`src/rtl/ifid_pkg.sv`:
```
// Shared definitions for the IF/ID instruction queue.
// Holds the RV32 instruction field bit positions and the queue entry type.
// The entry PC is sized for the widest supported XLEN (64); narrower
// configurations store the PC zero-extended and the unused upper bits are
// constant and trimmed by synthesis.
package ifid_pkg;

  localparam int unsigned MaxXlen = 64;

  localparam int unsigned OpcodeLsb = 0;
  localparam int unsigned OpcodeW   = 7;
  localparam int unsigned RdLsb     = 7;
  localparam int unsigned Funct3Lsb = 12;
  localparam int unsigned Funct3W   = 3;
  localparam int unsigned Rs1Lsb    = 15;
  localparam int unsigned Rs2Lsb    = 20;
  localparam int unsigned RegW      = 5;
  localparam int unsigned Funct7Lsb = 25;
  localparam int unsigned Funct7W   = 7;
  localparam int unsigned CsrLsb    = 20;
  localparam int unsigned CsrW      = 12;

  typedef struct packed {
    logic [MaxXlen-1:0] pc;
    logic [31:0]        instr;
  } entry_t;

endpackage

```
`src/rtl/ifid_fields.sv`:
```
// Combinational RV32 instruction field extraction, shared by pipeline stages.
// Ports:
//   instr    - 32-bit instruction word
//   opcode   - [6:0]      rd     - [11:7]   funct3 - [14:12]
//   rs1      - [19:15]    rs2    - [24:20]  funct7 - [31:25]
//   csr_addr - [31:20]
module ifid_fields
  import ifid_pkg::*;
(
  input  logic [31:0] instr,
  output logic [6:0]  opcode,
  output logic [4:0]  rd,
  output logic [2:0]  funct3,
  output logic [4:0]  rs1,
  output logic [4:0]  rs2,
  output logic [6:0]  funct7,
  output logic [11:0] csr_addr
);

  assign opcode   = instr[OpcodeLsb +: OpcodeW];
  assign rd       = instr[RdLsb +: RegW];
  assign funct3   = instr[Funct3Lsb +: Funct3W];
  assign rs1      = instr[Rs1Lsb +: RegW];
  assign rs2      = instr[Rs2Lsb +: RegW];
  assign funct7   = instr[Funct7Lsb +: Funct7W];
  assign csr_addr = instr[CsrLsb +: CsrW];

endmodule

```
`src/rtl/ifid_queue.sv`:
```
// IF/ID decoupling queue: a DEPTH-entry FIFO of {pc, instr} between fetch
// and decode, with synchronous flush and combinational field decode of the
// head entry. An empty queue presents an all-zero bubble to decode.
// Ports:
//   clk, reset (async active-low), flush (sync discard)
//   in_valid/in_ready/in_pc/in_instr      - push side from IF
//   out_valid/out_ready/out_pc/out_instr  - pop side to ID
//   rs1, rs2, rd, opcode, funct3, funct7, csr_addr - head decode
//   count                                  - occupied entries
module ifid_queue
  import ifid_pkg::*;
#(
  parameter int unsigned XLEN  = 32,  // must not exceed MaxXlen
  parameter int unsigned DEPTH = 4    // power of two, >= 2
) (
  input  logic                       clk,
  input  logic                       reset,
  input  logic                       flush,
  input  logic                       in_valid,
  input  logic [XLEN-1:0]            in_pc,
  input  logic [31:0]                in_instr,
  output logic                       in_ready,
  output logic                       out_valid,
  input  logic                       out_ready,
  output logic [XLEN-1:0]            out_pc,
  output logic [31:0]                out_instr,
  output logic [4:0]                 rs1,
  output logic [4:0]                 rs2,
  output logic [4:0]                 rd,
  output logic [6:0]                 opcode,
  output logic [2:0]                 funct3,
  output logic [6:0]                 funct7,
  output logic [11:0]                csr_addr,
  output logic [$clog2(DEPTH+1)-1:0] count
);

  localparam int unsigned PtrW = $clog2(DEPTH);
  localparam int unsigned CntW = $clog2(DEPTH+1);

  logic [PtrW-1:0] rd_ptr_q, rd_ptr_d;
  logic [PtrW-1:0] wr_ptr_q, wr_ptr_d;
  logic [CntW-1:0] count_q, count_d;
  entry_t          mem_q [DEPTH];
  entry_t          head;
  logic            push, pop;

  // Full blocks a push even if a pop happens in the same cycle.
  assign in_ready  = (count_q != CntW'(DEPTH));
  assign out_valid = (count_q != '0);
  assign push      = in_valid && in_ready;
  assign pop       = out_valid && out_ready;
  assign count     = count_q;

  always_comb begin
    rd_ptr_d = rd_ptr_q;
    wr_ptr_d = wr_ptr_q;
    count_d  = count_q;
    if (flush) begin
      rd_ptr_d = '0;
      wr_ptr_d = '0;
      count_d  = '0;
    end else begin
      // Pointers wrap naturally because DEPTH is a power of two.
      if (push) wr_ptr_d = wr_ptr_q + 1'b1;
      if (pop)  rd_ptr_d = rd_ptr_q + 1'b1;
      if (push && !pop)      count_d = count_q + 1'b1;
      else if (pop && !push) count_d = count_q - 1'b1;
    end
  end

  always_ff @(posedge clk or negedge reset) begin
    if (!reset) begin
      rd_ptr_q <= '0;
      wr_ptr_q <= '0;
      count_q  <= '0;
    end else begin
      rd_ptr_q <= rd_ptr_d;
      wr_ptr_q <= wr_ptr_d;
      count_q  <= count_d;
    end
  end

  // Storage needs no reset: occupancy alone decides what is visible.
  always_ff @(posedge clk) begin
    if (push && !flush) begin
      mem_q[wr_ptr_q].pc    <= MaxXlen'(in_pc);
      mem_q[wr_ptr_q].instr <= in_instr;
    end
  end

  assign head      = mem_q[rd_ptr_q];
  assign out_pc    = out_valid ? head.pc[XLEN-1:0] : '0;
  assign out_instr = out_valid ? head.instr : '0;

  if (XLEN < MaxXlen) begin : g_pc_hi
    logic unused_pc_hi;
    assign unused_pc_hi = ^head.pc[MaxXlen-1:XLEN];
  end

  ifid_fields u_fields (
    .instr    (out_instr),
    .opcode   (opcode),
    .rd       (rd),
    .funct3   (funct3),
    .rs1      (rs1),
    .rs2      (rs2),
    .funct7   (funct7),
    .csr_addr (csr_addr)
  );

endmodule
```
`config.mk`:
```
export PLATFORM = sky130hd
export DESIGN_NAME = ifid_queue
export DESIGN_NICKNAME = d
export VERILOG_FILES = /design/src/rtl/ifid_pkg.sv /design/src/rtl/ifid_fields.sv /design/src/rtl/ifid_queue.sv
export SDC_FILE = /design/constraint.sdc
export NUM_CORES = 1
export LEC_CHECK = 0
export CORE_MARGIN = 5
export CORE_UTILIZATION = 40
export CTS_CLUSTER_SIZE = 16
export DETAILED_ROUTE_END_ITERATION = 8
export SETUP_SLACK_MARGIN = 0.5
export SLEW_MARGIN = 30
export SYNTH_ARGS = -nofsm -noshare
export SYNTH_HDL_FRONTEND = slang
export SYNTH_SLANG_ARGS = --single-unit
```
`constraint.sdc`:
```
create_clock -name clk -period 8.7 [get_ports clk]
set_input_delay 1.74 -clock clk [delete_from_list [all_inputs] [get_ports clk]]
set_output_delay 1.74 -clock clk [all_outputs]
set_load 0.02 [all_outputs]
```
==> metrics.md <==
| Metric | Value |
|---|---|
| Status | completed |
| Die ar. | 0.0297 mm² |
| Cell area after layout | 0.0133 mm² |
| Hold Crit Class | reg2reg |
| Post-DP HPWL | 12.3 mm |
| Synth area leader | edfxtp_1 |
| Starting Density | 0.405 |
| Critical Path Sink Type | output port |
| Via count | 5090 |
| Register bit total from synthesis | 263 |
| Fillers | 2093 |
| Total global routing overflow | 0 |
| Num rows | 59 |
| Hold slack | 0.606 ns |
| Drt via density | 5.03 |
| Top cell type's share of synthesized area | 0.730 |
| GRT Max-Usage Layer | met2 |
| Initial antenna violation count | 2 |
| First-pass iteration count of the detailed router | 4 |
| Startpoint Class | register |
| Vias in the first global route | 5552 |
| CP max FO | 41 |
| Largest net degree at the start of global routing | 66 |
| Worst r2r dst | count[2] |
| Met2 Use GR | 0.234 |
| GPL Wtd Cong | 0.715 |
| Peak VDD IR | 0.186 mV |
| Nets@finish | 732 |
| Placed inst area | 0.0124 mm² |
| DR WL/cell | 20.3 µm |
| Fin Setup TNS | 0 ns |
| Crit path kind | reg2out |
| Total GRT Usage | 0.137 |
| Clock Pin Slew Worst Setup and Hold Paths | 0.06 ns |
| Met1 global-route usage | 0.182 |
| Power per Cell Area | 314 mW/mm² |
| Top post-synthesis cells by area | edfxtp_1 73%, mux4_2 14%, and2_1 4.0% |
| CP startpoint | rd_ptr_q[0] |
| Buf/Inv on CP | 2 |
| Cell area after synthesis | 0.0105 mm² |
| Inserted Diodes | 0 |
| Total Routed Length | 20.5 mm |
| Peak Freq | 193 MHz |
| Syn nets | 585 |
| Period utilisation layout | 0.595 |
| Synth Flop Type | edfxtp_1 |
| Die width | 172 µm |
| Worst R2R Start | count[1] |
| Worst Path Arrival | 3.44 ns |
| First-pass GRT wire length | 31.3 mm |
| Layout overhead on the synthesized area | 26.0% |
| Overall Power | 0.00417 W |
| R2R setup slack | 6.27 ns |
| Skew-Pair Late Insertion Delay | 0.52 ns |
| Family with the most delay on the worst path | buffers and inverters |
| Cell variety after synth | 31 |
| Levels on crit path | 4 |
| Crit path time final | 5.18 ns |
| Met3 Track Usage GR | 0.0299 |
| Rel. slew slack | 0.459 |
| Cts-stage hold buffer count | 0 |
| Inserted Clock Buffers | 27 |
| RSZ-0062 raised after global routing | no |
| Final setup fails | 0 |
| # Post-CTS Setup Buffers | 0 |
| Num ports | 182 |
| Static Leakage | 4.21 nW |
| CTS tree | yes |
| Initial drt markers | 254 |
| Worst-Margin Slew | 0.811 ns |
| Number of max-cap violations | 0 |
| CP Data Required Time | 6.96 ns |
| Slew Viols, Final | 0 |
| Crit-path max cell delay | 0.79 ns |
| CP max stage cell | dfrtp_4 |
| Post-route ant nets | 0 |
| Layout cell share with drive strength beyond 1 | 0.176 |
| Cells after Synth | 511 |
| Post-route clock skew | 0.00992 ns |
| Fin. Hold Viols | 0 |
| I/O Buffers | 181 |
| Crit path cell chain | buf_4 > mux4_2 > and2_1 > clkdlybuf4s50_1 |
| CTS Buffer Depth | 3 |
| Htree depth | 1 |
| Core Box Area | 0.0260 mm² |
| Synth warnings | 0 |
| Post-synth ARST share | 0.0266 |
| Mapped Avg Cell Area | 20.6 µm² |
| Seq/Total Area, Yosys | 0.746 |
| CTS sink count | 263 |
| DR DRC count | 0 |
| Number of synthesized flops with an enable pin | 256 |
| Root Driver | clkbuf_16 |
| Reg2Reg Depth | 6 |
| Height of the die | 172 µm |
| PostCTS Resize Cnt | 0 |
| CP endpoint | out_instr[28] |
[layout make-up]
type	instances	area (µm²)	share of cell area
sequential	263	7870	0.593
multi-input combinational	171	2170	0.164
timing repair buffer	188	1960	0.147
clock buffer	31	691	0.0521
tap	335	419	0.0316
clock inverter	16	131	0.00990
inverter	7	26.3	0.00198
[worst min path at each step]
stage,start,slack [ns],cells past startpoint,end
final,wr_ptr_q[0],0.61,2,wr_ptr_q[0]
after global routing,wr_ptr_q[0],0.64,2,wr_ptr_q[0]
after CTS,wr_ptr_q[0],0.61,2,wr_ptr_q[0]
after detailed placement,wr_ptr_q[0],0.60,2,wr_ptr_q[0]
after global placement,wr_ptr_q[0],0.57,2,wr_ptr_q[0]
after floorplan,wr_ptr_q[0],0.56,2,wr_ptr_q[0]
[registers in the layout, indices dropped and copies added (netlist names)]
name      count
rd_ptr_q      2
count         3
mem_q       256
wr_ptr_q      2
[synthesized netlist by cell type (2+ instances only)]
library cell and number:
o21ai_0 3, buf_6 5, clkbuf_2 2, ha_1 4, a21oi_1 2, nor2_1 8, clkbuf_1 8, mux4_2 64
edfxtp_1 256, o21a_1 2, xor2_1 2, dfrtp_1 7, buf_4 44, nand3_1 2, inv_1 7, o31ai_1 2
and2_1 68, buf_2 11, mux2_2 2
[logic make-up after synthesis]
kind of cell               after synthesis  share of synthesized area
buffers and inverters                   77                     0.0482
and+or+nand+nor                         83                     0.0470
muxes                                   67                      0.140
AOI/OAI and AO/OA                       14                    0.00998
DFF                                    263                      0.746
xor gates and xnor gates                 2                    0.00166
adders and majority gates                5                    0.00665
[metal layers]
metal,routed length (µm),part of all wire
met1,8440,0.41
met5,27,0.0013
met4,319,0.016
met2,10500,0.51
met3,1180,0.058
[stage by stage]
step | cells | setup WS [ns] | util
2_1_floorplan | 511 | 4.51 | -
3_3_place_gp | 959 | 3.92 | 0.474
3_5_place_dp | 964 | 3.92 | 0.479
4_1_cts | 1011 | 3.35 | 0.511
5_1_grt | 1011 | 3.20 | 0.511
6_report | 1011 | 3.52 | 0.511
[placed cells by master, fill, tap and decap left out, types with 4 or more instances in the layout]
master / instances
and2_1: 64
and2_4: 4
buf_16: 4
clkbuf_1: 4
clkbuf_16: 27
clkdlybuf4s50_1: 181
clkinv_1: 6
clkinv_2: 5
dfrtp_1: 5
edfxtp_1: 256
ha_1: 4
inv_1: 7
mux4_2: 64
nor2_1: 8
[worst min-delay path: stages (launching register included)]
cell and delay (ns):
dfrtp_1 0.42, o21ai_0 0.09, a21oi_1 0.06
[report_power, final]
group	switching, W	internal, W
registers	0.0000639	0.00146
logic	0.000789	0.000785
clock network	0.000449	0.000624
total	0.00130	0.00287
Note: power is estimated with default switching activity, not from simulation.
